--- config.mk ---
export PLATFORM = sky130hd
export DESIGN_NAME = spi_xfer_sched
export DESIGN_NICKNAME = d
export VERILOG_FILES = /design/src/rtl/spi_xfer_sched.sv
export SDC_FILE = /design/constraint.sdc
export NUM_CORES = 1
export LEC_CHECK = 0
export ABC_CLOCK_PERIOD_IN_PS = 1600
export BUFFER_PORTS_ARGS = -buffer_cell sky130_fd_sc_hd__clkbuf_2
export CAP_MARGIN = 15
export CORE_ASPECT_RATIO = 0.75
export CORE_MARGIN = 1
export CORE_UTILIZATION = 34
export DETAILED_ROUTE_END_ITERATION = 6
export PLACE_DENSITY_LB_ADDON = 0.3
export SYNTH_ARGS = -nofsm -noshare
export SYNTH_HDL_FRONTEND = slang
export SYNTH_SLANG_ARGS = --single-unit
--- constraint.sdc ---
create_clock -name clk -period 1.6 [get_ports clk]
set_input_delay 0.16 -clock clk [delete_from_list [all_inputs] [get_ports clk]]
set_output_delay 0.16 -clock clk [all_outputs]
set_load 0.005 [all_outputs]
--- src/rtl/spi_xfer_sched.sv ---
// Round-robin scheduler that owns an APB-programmed SPI master. It programs
// one byte transfer for each grant and returns the received byte to the winner.
module spi_xfer_sched #(
   parameter int N       = 4,
   parameter int TIMEOUT = 4096,
   parameter int TW      = 13
) (
   input  logic           clk,
   input  logic           rst_n,
   input  logic [N-1:0]   req,
   input  logic [N-1:0]   req_cpol,
   input  logic [N-1:0]   req_cpha,
   input  logic [4*N-1:0] req_cs,
   input  logic [8*N-1:0] req_div,
   input  logic [8*N-1:0] req_tx,
   output logic [N-1:0]   gnt,
   output logic [N-1:0]   done,
   output logic [7:0]     rx_byte,
   output logic           err,
   output logic           psel,
   output logic           penable,
   output logic           pwrite,
   output logic [7:0]     paddr,
   output logic [31:0]    pwdata,
   input  logic [31:0]    prdata,
   input  logic           pready,
   input  logic           spi_irq
);
   localparam int IW = (N > 1) ? $clog2(N) : 1;
   localparam logic [7:0] ADDR_CTRL = 8'h00;
   localparam logic [7:0] ADDR_DATA = 8'h08;
   localparam logic [7:0] ADDR_DIV  = 8'h0C;
   localparam logic [TW-1:0] TCNT_LAST = TW'(TIMEOUT - 1);

   typedef enum logic [3:0] {
      S_IDLE, S_ARB,
      S_DIV_SET, S_DIV_ACC, S_DATA_SET, S_DATA_ACC, S_CTRL_SET, S_CTRL_ACC,
      S_WAIT_IRQ, S_RD_SET, S_RD_ACC, S_CAPT, S_RESP
   } state_t;

   state_t          state, state_nx;
   logic [IW-1:0]   rr, rr_nx, idx, arb_idx;
   logic            arb_hit;
   int              cand;
   logic            l_cpol, l_cpha, timed_out;
   logic [3:0]      l_cs;
   logic [7:0]      l_div, l_tx, rx_q;
   logic [TW-1:0]   tcnt;
   logic            unused_prdata;

   assign unused_prdata = ^prdata[31:8];
   assign rx_byte       = rx_q;

   // First set request at or after the rr pointer, wrapping N-1 -> 0.
   always_comb begin
      arb_hit = 1'b0;
      arb_idx = '0;
      cand    = 0;
      for (int k = 0; k < N; k++) begin
         cand = (int'(rr) + k) % N;
         if (!arb_hit && req[IW'(cand)]) begin
            arb_hit = 1'b1;
            arb_idx = IW'(cand);
         end
      end
   end

   assign rr_nx = (arb_idx == IW'(N - 1)) ? '0 : arb_idx + 1'b1;

   always_ff @(posedge clk or negedge rst_n) begin
      if (!rst_n) state <= S_IDLE;
      else        state <= state_nx;
   end

   always_ff @(posedge clk or negedge rst_n) begin
      if (!rst_n) begin
         rr        <= '0;
         idx       <= '0;
         l_cpol    <= 1'b0;
         l_cpha    <= 1'b0;
         l_cs      <= '0;
         l_div     <= '0;
         l_tx      <= '0;
         tcnt      <= '0;
         timed_out <= 1'b0;
         rx_q      <= '0;
      end else begin
         if (state == S_ARB && arb_hit) begin
            idx       <= arb_idx;
            rr        <= rr_nx;
            l_cpol    <= req_cpol[arb_idx];
            l_cpha    <= req_cpha[arb_idx];
            l_cs      <= req_cs[{arb_idx, 2'b00} +: 4];
            l_div     <= req_div[{arb_idx, 3'b000} +: 8];
            l_tx      <= req_tx[{arb_idx, 3'b000} +: 8];
            timed_out <= 1'b0;
         end
         tcnt <= (state == S_WAIT_IRQ) ? tcnt + 1'b1 : '0;
         if (state == S_WAIT_IRQ && !spi_irq && tcnt == TCNT_LAST) begin
            timed_out <= 1'b1;
            rx_q      <= '0;
         end
         if (state == S_CAPT) rx_q <= prdata[7:0];
      end
   end

   // APB: setup (psel, !penable) always lasts one cycle; the access phase
   // holds address/data steady until pready, then the next state takes over.
   always_comb begin
      state_nx = state;
      case (state)
         S_IDLE:     if (|req) state_nx = S_ARB;
         S_ARB:      state_nx = arb_hit ? S_DIV_SET : S_IDLE;
         S_DIV_SET:  state_nx = S_DIV_ACC;
         S_DIV_ACC:  if (pready) state_nx = S_DATA_SET;
         S_DATA_SET: state_nx = S_DATA_ACC;
         S_DATA_ACC: if (pready) state_nx = S_CTRL_SET;
         S_CTRL_SET: state_nx = S_CTRL_ACC;
         S_CTRL_ACC: if (pready) state_nx = S_WAIT_IRQ;
         S_WAIT_IRQ: begin
            if (spi_irq)                 state_nx = S_RD_SET;
            else if (tcnt == TCNT_LAST)  state_nx = S_RESP;
         end
         S_RD_SET:   state_nx = S_RD_ACC;
         S_RD_ACC:   if (pready) state_nx = S_CAPT;
         S_CAPT:     state_nx = S_RESP;
         S_RESP:     state_nx = S_IDLE;
         default:    state_nx = S_IDLE;
      endcase
   end

   always_comb begin
      gnt     = '0;
      done    = '0;
      err     = 1'b0;
      psel    = 1'b0;
      penable = 1'b0;
      pwrite  = 1'b0;
      paddr   = '0;
      pwdata  = '0;
      case (state)
         S_IDLE:  ;
         S_ARB:   if (arb_hit) gnt[arb_idx] = 1'b1;
         default: gnt[idx] = 1'b1;
      endcase
      if (state == S_RESP) begin
         done[idx] = 1'b1;
         err       = timed_out;
      end
      case (state)
         S_DIV_SET, S_DIV_ACC: begin
            psel    = 1'b1;
            penable = (state == S_DIV_ACC);
            pwrite  = 1'b1;
            paddr   = ADDR_DIV;
            pwdata  = {24'h0, l_div};
         end
         S_DATA_SET, S_DATA_ACC: begin
            psel    = 1'b1;
            penable = (state == S_DATA_ACC);
            pwrite  = 1'b1;
            paddr   = ADDR_DATA;
            pwdata  = {24'h0, l_tx};
         end
         S_CTRL_SET, S_CTRL_ACC: begin
            psel    = 1'b1;
            penable = (state == S_CTRL_ACC);
            pwrite  = 1'b1;
            paddr   = ADDR_CTRL;
            pwdata  = {24'h0, l_cs, 1'b0, l_cpha, l_cpol, 1'b1};
         end
         S_RD_SET, S_RD_ACC: begin
            psel    = 1'b1;
            penable = (state == S_RD_ACC);
            paddr   = ADDR_DATA;
         end
         default: ;
      endcase
   end
endmodule

Word level (Yosys, flattened, before mapping)
Index checks and enable logic that the tools add are counted.
{"block": "totals", "reg_bits": 52, "input_bits": 128, "word_cells": 123}
{"block": "classes", "addsub": 5, "order_cmp": 8, "n_eq_ne": 20, "shift": 3, "n_mux": 52, "n_reduce_logical": 24}
{"cell": "$shiftx 32x6->8", "count": 2}
{"cell": "$pmux 4 s12", "count": 1}
{"cell": "$mux 4", "count": 9}
{"cell": "$pmux 8 s3", "count": 1}
{"cell": "$mux 1", "count": 21}
{"cell": "$eq 4x4->1 const B", "count": 5}
{"cell": "$eq 4x3->1 const B", "count": 4}
{"cell": "$lt 2x4->1 const B", "count": 4}
{"cell": "$mux 8", "count": 2}
{"cell": "$pmux 4 s2", "count": 2}
{"cell": "$shiftx 16x5->4", "count": 1}
{"cell": "$add 13x1->13 const B", "count": 1}
{"cell": "$eq 13x12->1 const B", "count": 1}
{"cell": "$mux 13", "count": 1}
{"cell": "$bmux 1 s2", "count": 6}
{"cell": "$mux 2", "count": 6}
{"cell": "$ne 2x2->1 const B", "count": 5}
{"cell": "$eq 4x2->1 const B", "count": 2}
{"cell": "$logic_and 1x1->1", "count": 8}
{"cell": "$reduce_or 2->1", "count": 4}
{"cell": "$reduce_or 4->1", "count": 2}
{"cell": "$reduce_or 8->1", "count": 1}
{"cell": "$lt 2x3->1 const B", "count": 2}
{"cell": "$reduce_and 6->1", "count": 1}
{"cell": "other kinds (12)", "count": 20}

Logic depth before layout (Yosys ltp)
Gate-level depths: netlist of the first run.
{"block": "depth", "word_depth": 19, "mapped_depth": 7, "ltp_nobuf": 6}

Worst setup path before layout of the first run
OpenSTA, ideal clock, no wires.
{"block": "synth_path", "path_type": "reg2reg", "from": "reg state[1]", "to": "reg l_cpha", "arrival_time_ns": 1.511, "t_required_ns": 1.466, "slack_ns": -0.045, "path_stages_with_launch": 7, "period_less_slack_ns": 1.645, "path_cell_list": "dfrtp_1 -> buf_2 -> or4_1 -> buf_4 -> buf_4 -> a21oi_1 -> a21oi_1"}
{"block": "synth_via", "elab_chain_len": 2}
{"item": "start: declaration", "line_no": "41", "text": "state_t state, state_nx;"}
{"item": "start signal: assignment", "line_no": "72", "text": "else state <= state_nx;"}
{"item": "$eq 4x1->1", "line_no": "88", "text": "if (state == S_ARB && arb_hit) begin"}
{"item": "$logic_and 1x1->1", "line_no": "88"}
{"item": "end signal: assignment", "line_no": "92", "text": "l_cpha <= req_cpha[arb_idx];"}
{"item": "end: declaration", "line_no": "45", "text": "logic l_cpol, l_cpha, timed_out;"}
No other way between the ends.
A chain may end at the register's enable or synchronous reset.

Worst setup path in the final report of the first run
{"block": "layout_path", "from": "reg rr[0]", "to": "out gnt[0]"}
{"block": "layout_via", "elab_chain_len": 19, "elab_cells_between_ends": 36, "classes_between": "3 x add/sub; 2 x order compare; 24 x mux; 7 x reduce/logical"}
{"item": "start: declaration", "line_no": "42", "text": "logic [IW-1:0] rr, rr_nx, idx, arb_idx;"}
{"item": "start signal: assignment", "line_no": "90", "text": "rr <= rr_nx;"}
{"item": "branches (longest 17 deep; another with $add 2x1->2)"}
{"item": "$mux 4 (*)", "line_no": "143", "text": "S_ARB: if (arb_hit) gnt[arb_idx] = 1'b1;"}
{"item": "$pmux 4 s2 (*)", "line_no": "141", "text": "case (state)"}
{"item": "end: declaration", "line_no": "16", "text": "output logic [N-1:0] gnt,"}
Mark *: on every way between the ends. The select of a mux whose other input is x is not followed.

==> results.sh, run 1 <==
export IMPL_outcome="finished, violations left"
export IMPL_violations="design-rule violations, negative setup slack"
export IMPL_final_common_cell="clkbuf_2"
export IMPL_share_of_layout_cells_above_drive_strength_1=0.520
export IMPL_synth_seq_area_share=0.385
export IMPL_clock_tree_from_tritoncts="built"
export IMPL_dr_pass1_iters=7
export IMPL_critPathRequiredTime_ps=1440
export IMPL_grt_antenna_before_repair=0
export IMPL_synth_async_reset_ratio=1.00
export IMPL_first_global_vias=3422
export IMPL_detail_route_vias_per_cell=5.09
export IMPL_groute_usage_overall=0.214
export IMPL_routabilityCongestion=0.854
export IMPL_drv_slew=0
export IMPL_grt_setup_unrepaired="yes"
export IMPL_most_common_layout_cells="clkbuf_2, nor2_1, dfrtp_1"
export IMPL_core_area_sq_um=9660
export IMPL_drt_iter0_markers=296
export IMPL_worst_slack_ps=-186
export IMPL_path_max_fanout=4
export IMPL_total_power_consumption_of_the_routed_design_mw=8.88
export IMPL_report_final_setup_viol=55
export IMPL_route_final_wire_length_mm=11.0
export IMPL_start_kind="register"
export IMPL_grt_overflow_total=0
export IMPL_die_height_um=88.3
export IMPL_max_cap_violations=0
export IMPL_most_area_hungry_cell_type_in_the_yosys_netlist="dfrtp_1"
export IMPL_holdCritPathClass="input port to register"
export IMPL_detailed_place_hpwl_mm=7.43
export IMPL_final_antenna_net_count=0
export IMPL_ys_dominant_reg_cell="dfrtp_1"
export IMPL_antenna_diode_count=0
export IMPL_syn_avg_cell_area_sq_um=8.51
export IMPL_routed_wire_length_per_instance_um=15.6
export IMPL_hold_viol_final=0
export IMPL_clk_path_buf_depth=2
export IMPL_cts_htree_levels=2
export IMPL_synth_edf_count=0
export IMPL_vdd_ir_max_v=0.000781
export IMPL_p_leak_nw=2.44
export IMPL_crit_arrival_ps=1630
export IMPL_clk_root_buffer_cell="clkbuf_16"
export IMPL_dieWidth_um=117
export IMPL_i_o_pin_cnt=188
export IMPL_cp_end_kind="primary output"
export IMPL_clk_latency_ps=290
export IMPL_post_synth_top_area_fraction=0.385
export IMPL_portBuffers=133
export IMPL_number_of_filler_instances_in_the_final_layout=879
export IMPL_fin_worst_skew_ps=2.41
export IMPL_clock_sink_count=52
export IMPL_dpl_worst_slack_ps=-120
export IMPL_worstSetupPathType="register to primary output"
export IMPL_synthesis_area_sq_um=3380
export IMPL_ys_top_cells_by_area="dfrtp_1, a21oi_1, buf_4"
export IMPL_fin_hold_ws_ps=70.5
export IMPL_slack_of_the_worst_reg_to_reg_path_ps=-170
export IMPL_final_net_count=706
export IMPL_routed_via_count=3612
export IMPL_finalCriticalPeriod_ps=1790
export IMPL_cts_buffers=5
export IMPL_fmax_mhz=560
export IMPL_final_period_utilization=1.12
export IMPL_drt_drc_violations_left=1
export IMPL_synthDistinctLibCells=53
export IMPL_floorplan_initialDensity=0.350
export IMPL_core_rowCount=31
export IMPL_global_route_wire_length_before_repair_mm=16.8
export IMPL_postSynthCellCount=397
export IMPL_power_density_cell_area_nw_per_um2=1720
export IMPL_grt_max_degree=53
export IMPL_fp_dieArea_sq_um=10300
export IMPL_area_delta_synth_final_pct=53.1
export IMPL_clock_transition_at_the_registers_of_the_reported_paths_ps=70
export IMPL_ys_ff_latch=52
export IMPL_ys_warn_count=0
-- final timing paths --
kind | to | from | cells past startpoint
hold / removal | rx_byte[6] | prdata[6] | 3
hold reg to reg | timed_out | timed_out | 1
setup reg to reg | l_cs[2] | rr[0] | 7
setup / recovery | gnt[0] | rr[0] | 7
min in group asynchronous | tcnt[4] | rst_n | 3
max in group asynchronous | rr[0] | rst_n | 3
-- Yosys cell counts (2+ instances only) --
library cell,number
a21oi_1,55
a222oi_1,22
a22oi_1,7
and3_1,2
and4_1,2
buf_1,2
buf_2,11
buf_4,36
buf_6,2
clkbuf_1,10
dfrtp_1,52
inv_1,3
inv_2,2
mux2_2,6
nand2_1,34
nand2b_1,6
nand3_1,7
nand4_1,2
nor2_1,57
nor2b_1,4
nor3_1,9
nor4_4,2
o21ai_0,22
or3_1,2
xnor2_1,6
xor2_1,7
-- routing by layer --
layer,GRT usage,routed length (um),share of wire
met1,0.279,4860,0.44
met2,0.366,5430,0.49
met3,0.0404,646,0.059
met4,0.0575,95,0.0086
met5,0,0,0
-- repair_timing --
item                                    4_1_cts  5_1_grt
pin swaps                                    35       45
gates cloned                                  2        1
hold buffers                                  1        0
resized for setup                            67       80
endpoints found under the setup margin       53       59
endpoints found under the hold margin        52        0
buffers inserted                             16       13
-- stage by stage --
step	util	instance area, sq um	std cells	TNS [ps]
after global placement	0.443	4280	670	-1320
after CTS	0.502	4840	696	-5350
after global routing	0.536	5170	709	-9440
final	0.536	5170	709	-5510
after detailed placement	0.443	4280	670	-1930
after floorplan	-	3510	426	0
-- where the power goes --
group          switching, mW  total [mW]  internal, mW
registers              0.390        2.22          1.83
clock network          0.487        1.06         0.569
logic                   2.74        5.60          2.87
-- area by class of cell --
| cell class | count | area [sq um] | share of cell area |
|---|---|---|---|
| repair buffers | 204 | 1370 | 0.266 |
| inverters | 5 | 27.5 | 0.00532 |
| multi-input cells | 309 | 2160 | 0.418 |
| clock buffers | 5 | 125 | 0.0242 |
| clock inverters | 2 | 12.5 | 0.00242 |
| well taps | 132 | 165 | 0.0319 |
| flip-flops and latches | 52 | 1310 | 0.252 |
-- sequential cells by signal, indices dropped and copies added, names as in the netlist --
name and flops:
idx 2, l_cpha 1, l_cpol 1, l_cs 4, l_div 8, l_tx 8
rr 2, rx_byte 8, state 4, tcnt 13, timed_out 1
-- logic make-up after synthesis --
family / count (synthesis) / synth area share
AOI/OAI and AO/OA: 118 / 0.225
DFF: 52 / 0.385
adders and majority gates: 1 / 0.00370
buffers and inverters: 66 / 0.122
and+or+nand+nor: 140 / 0.210
muxes: 6 / 0.0200
other: 1 / 0.00111
xor gates and xnor gates: 13 / 0.0337
-- critical path, cell delays in order, from the launching register on --
cell	delay [ps]
dfrtp_2	440
buf_6	140
inv_6	60
a21oi_4	50
a221o_1	370
nand2_1	80
o31ai_1	70
buf_2	130
Note: power is estimated with default switching activity, not from simulation.
==> run 2, diff against run 1 <==
ABC_AREA = 1   (was default)
==> run 2 against run 1 <==
  * The flow finishes with violations (negative setup slack)
  * Worst setup slack worse by 320 ps
  * Largest cell class unchanged
  * First-iteration DRC count is 2.7% higher
  * Sequential cell count stayed put
  * Critical endpoint is now gnt[1]
  * Wire length is 23% higher
  * Non-clock buffer count is 44 higher
  * Die area is 15% higher
  * Critical path type unchanged
==> results.sh, run 2 <==
export IMPL_dieWidth_um=126
export IMPL_drt_drc_violations_left=0
export IMPL_i_o_pin_cnt=188
export IMPL_most_area_hungry_cell_type_in_the_yosys_netlist="dfrtp_1"
export IMPL_max_flop_register="tcnt"
export IMPL_die_height_um=94.9
export IMPL_detailed_place_hpwl_mm=8.54
export IMPL_clock_transition_at_the_registers_of_the_reported_paths_ps=70
export IMPL_final_antenna_net_count=0
export IMPL_grt_antenna_before_repair=0
export IMPL_cts_htree_levels=2
export IMPL_report_final_setup_viol=64
export IMPL_power_density_cell_area_nw_per_um2=2170
export IMPL_global_route_wire_length_before_repair_mm=20.9
export IMPL_fin_worst_skew_ps=5.74
export IMPL_slack_of_the_worst_reg_to_reg_path_ps=-470
export IMPL_area_delta_synth_final_pct=65.1
export IMPL_ys_ff_latch=52
export IMPL_clk_root_buffer_cell="clkbuf_16"
export IMPL_max_cap_violations=0
export IMPL_dpl_worst_slack_ps=-354
export IMPL_route_final_wire_length_mm=13.6
export IMPL_groute_usage_overall=0.217
export IMPL_internal_power_mw=7.58
export IMPL_crit_arrival_ps=1950
export IMPL_clock_sink_count=52
export IMPL_postSynthCellCount=615
export IMPL_cp_end_kind="primary output"
export IMPL_final_common_cell="nand2_1"
export IMPL_synth_async_reset_ratio=1.00
export IMPL_syn_avg_cell_area_sq_um=6.36
export IMPL_most_repeated_cell_in_the_gate_level_netlist_after_synthesis="nand2_1"
export IMPL_holdCritPathClass="input port to register"
export IMPL_ys_warn_count=0
export IMPL_ys_top_cells_by_area="dfrtp_1, nand2_1, nand4_1"
export IMPL_final_net_count=968
export IMPL_hold_viol_final=0
export IMPL_worstSetupPathType="register to primary output"
export IMPL_first_global_vias=4542
export IMPL_post_synth_top_area_fraction=0.333
export IMPL_synth_seq_area_share=0.333
export IMPL_grt_setup_unrepaired="yes"
export IMPL_setup_tns_final_ps=-16920
export IMPL_cts_buffers=5
export IMPL_fp_dieArea_sq_um=11900
export IMPL_core_area_sq_um=11100
export IMPL_relSlewSlack=0.630
export IMPL_synthDistinctLibCells=37
export IMPL_clock_power_share=0.081
export IMPL_antenna_diode_count=0
export IMPL_portBuffers=133
export IMPL_worst_slack_ps=-506
export IMPL_switching_share=0.459
export IMPL_clock_tree_from_tritoncts="built"
export IMPL_clk_path_buf_depth=2
export IMPL_synth_edf_count=0
export IMPL_start_kind="register"
export IMPL_share_of_layout_cells_above_drive_strength_1=0.470
export IMPL_synthesis_area_sq_um=3910
export IMPL_critPathRequiredTime_ps=1440
export IMPL_vdd_ir_max_v=0.00112
export IMPL_fmax_mhz=475
export IMPL_tightest_slew_ps=555
export IMPL_clk_latency_ps=300
export IMPL_violations="negative setup slack"
export IMPL_final_period_utilization=1.32
export IMPL_comb_power_frac=0.765
export IMPL_path_max_fanout=6
export IMPL_most_common_layout_cells="nand2_1, clkbuf_2, buf_4"
export IMPL_floorplan_initialDensity=0.353
export IMPL_routed_wire_length_per_instance_um=13.9
export IMPL_grt_max_degree=45
export IMPL_detail_route_vias_per_cell=4.96
export IMPL_drt_iter0_markers=304
export IMPL_routed_via_count=4856
export IMPL_total_switching_power_mw=6.44
export IMPL_grt_overflow_total=0
export IMPL_layout_core_utilization=0.583
export IMPL_p_leak_nw=3.60
export IMPL_drv_slew=0
export IMPL_yosys_top_cells_count="nand2_1, dfrtp_1, nand4_1"
export IMPL_outcome="finished, violations left"
export IMPL_routabilityCongestion=0.833
export IMPL_total_power_consumption_of_the_routed_design_mw=14.0
export IMPL_largest_register_ff_count=13
export IMPL_core_rowCount=33
export IMPL_finalCriticalPeriod_ps=2110
export IMPL_dr_pass1_iters=7
export IMPL_ys_dominant_reg_cell="dfrtp_1"
export IMPL_pwr_share_seq=0.154
==> run 2: changes by cell type in the layout (fill, tap and decap cells not counted), moves of 26 or more <==
cell	delta
buf_6	+26
a21oi_1	-32
nand4_1	+46
nand2_2	+36
nand2_1	+217
nor2_1	-37
==> run 2: path summary, 6_finish.rpt <==
check,from,to,cells after the start
worst max register to register,rr[0],l_div[0],14
min in group asynchronous,rst_n,state[1],2
worst min register to register,l_tx[3],l_tx[3],2
max in group asynchronous,rst_n,l_tx[0],3
worst max-delay path,rr[0],gnt[1],12
worst min-delay path,prdata[4],rx_byte[4],3
==> run 2: routing by layer <==
metal / share of wire / wire [um] / global-route usage / up-vias
li1: - / - / - / 2369
met1: 0.44 / 5950 / 0.278 / 2347
met2: 0.51 / 6950 / 0.384 / 133
met3: 0.046 / 623 / 0.0363 / 7
met4: 0.0068 / 92 / 0.0522 / 0
met5: 0 / 0 / 0 / -
==> run 2: final cells by class <==
cell class,count,area [sq um]
Sequential cell,52,1300
Clock inverter,2,13.8
Inverter,39,166
Tap cell,140,175
Multi-Input combinational cell,493,2730
Timing Repair Buffer,248,1920
Clock buffer,6,139
Fill cell,971,4610
==> run 2: kinds of logic (layout without fill, tap and decap cells) <==
kind of cell / after synthesis / count (layout) / synth area share
buf+inv: 99 / 295 / 0.141
simple gates: 423 / 423 / 0.460
compound gates: 37 / 37 / 0.0573
flops: 52 / 52 / 0.333
other cells: 1 / 30 / 0.000959
xor+xnor: 2 / 2 / 0.00448
fa+ha+maj: 1 / 1 / 0.00320
==> run 2: power groups by stage <==
stage	combinational (mW)	clock (mW)	sequential, mW
after global placement	7.33	0	2.10
after CTS	9.68	1.15	2.11
after floorplan	5.05	0	2.03
after detailed placement	7.42	0	2.11
final	10.7	1.13	2.16
after global routing	11.7	1.21	2.21
==> run 2: timing repair <==
action	CTS	global route
endpoints found under the hold margin	18	0
hold buffers	1	0
resized for setup	106	99
cloned	5	2
buffers inserted	41	21
pin swaps	41	42
endpoints found under the setup margin	61	67
==> run 2: through the flow <==
| step | hold slack (ps) | instances | instance area, sq um |
|---|---|---|---|
| 2_1_floorplan | -136 | 644 | 4110 |
| 3_5_place_dp | 177 | 917 | 5080 |
| 6_report | 85.1 | 980 | 6450 |
| 4_1_cts | 85.3 | 966 | 5980 |
| 3_3_place_gp | 183 | 917 | 5080 |
| 5_1_grt | 78.8 | 980 | 6450 |
==> run 2: critical path: stages (launching register included) <==
cell	delay (ps)
dfrtp_2	460
buf_6	160
nand2_4	80
nand3_2	100
nand2_2	110
nand2_4	70
nand3_4	90
nand3_4	90
buf_6	140
inv_4	50
nand2_2	50
o22ai_2	120
clkbuf_2	130
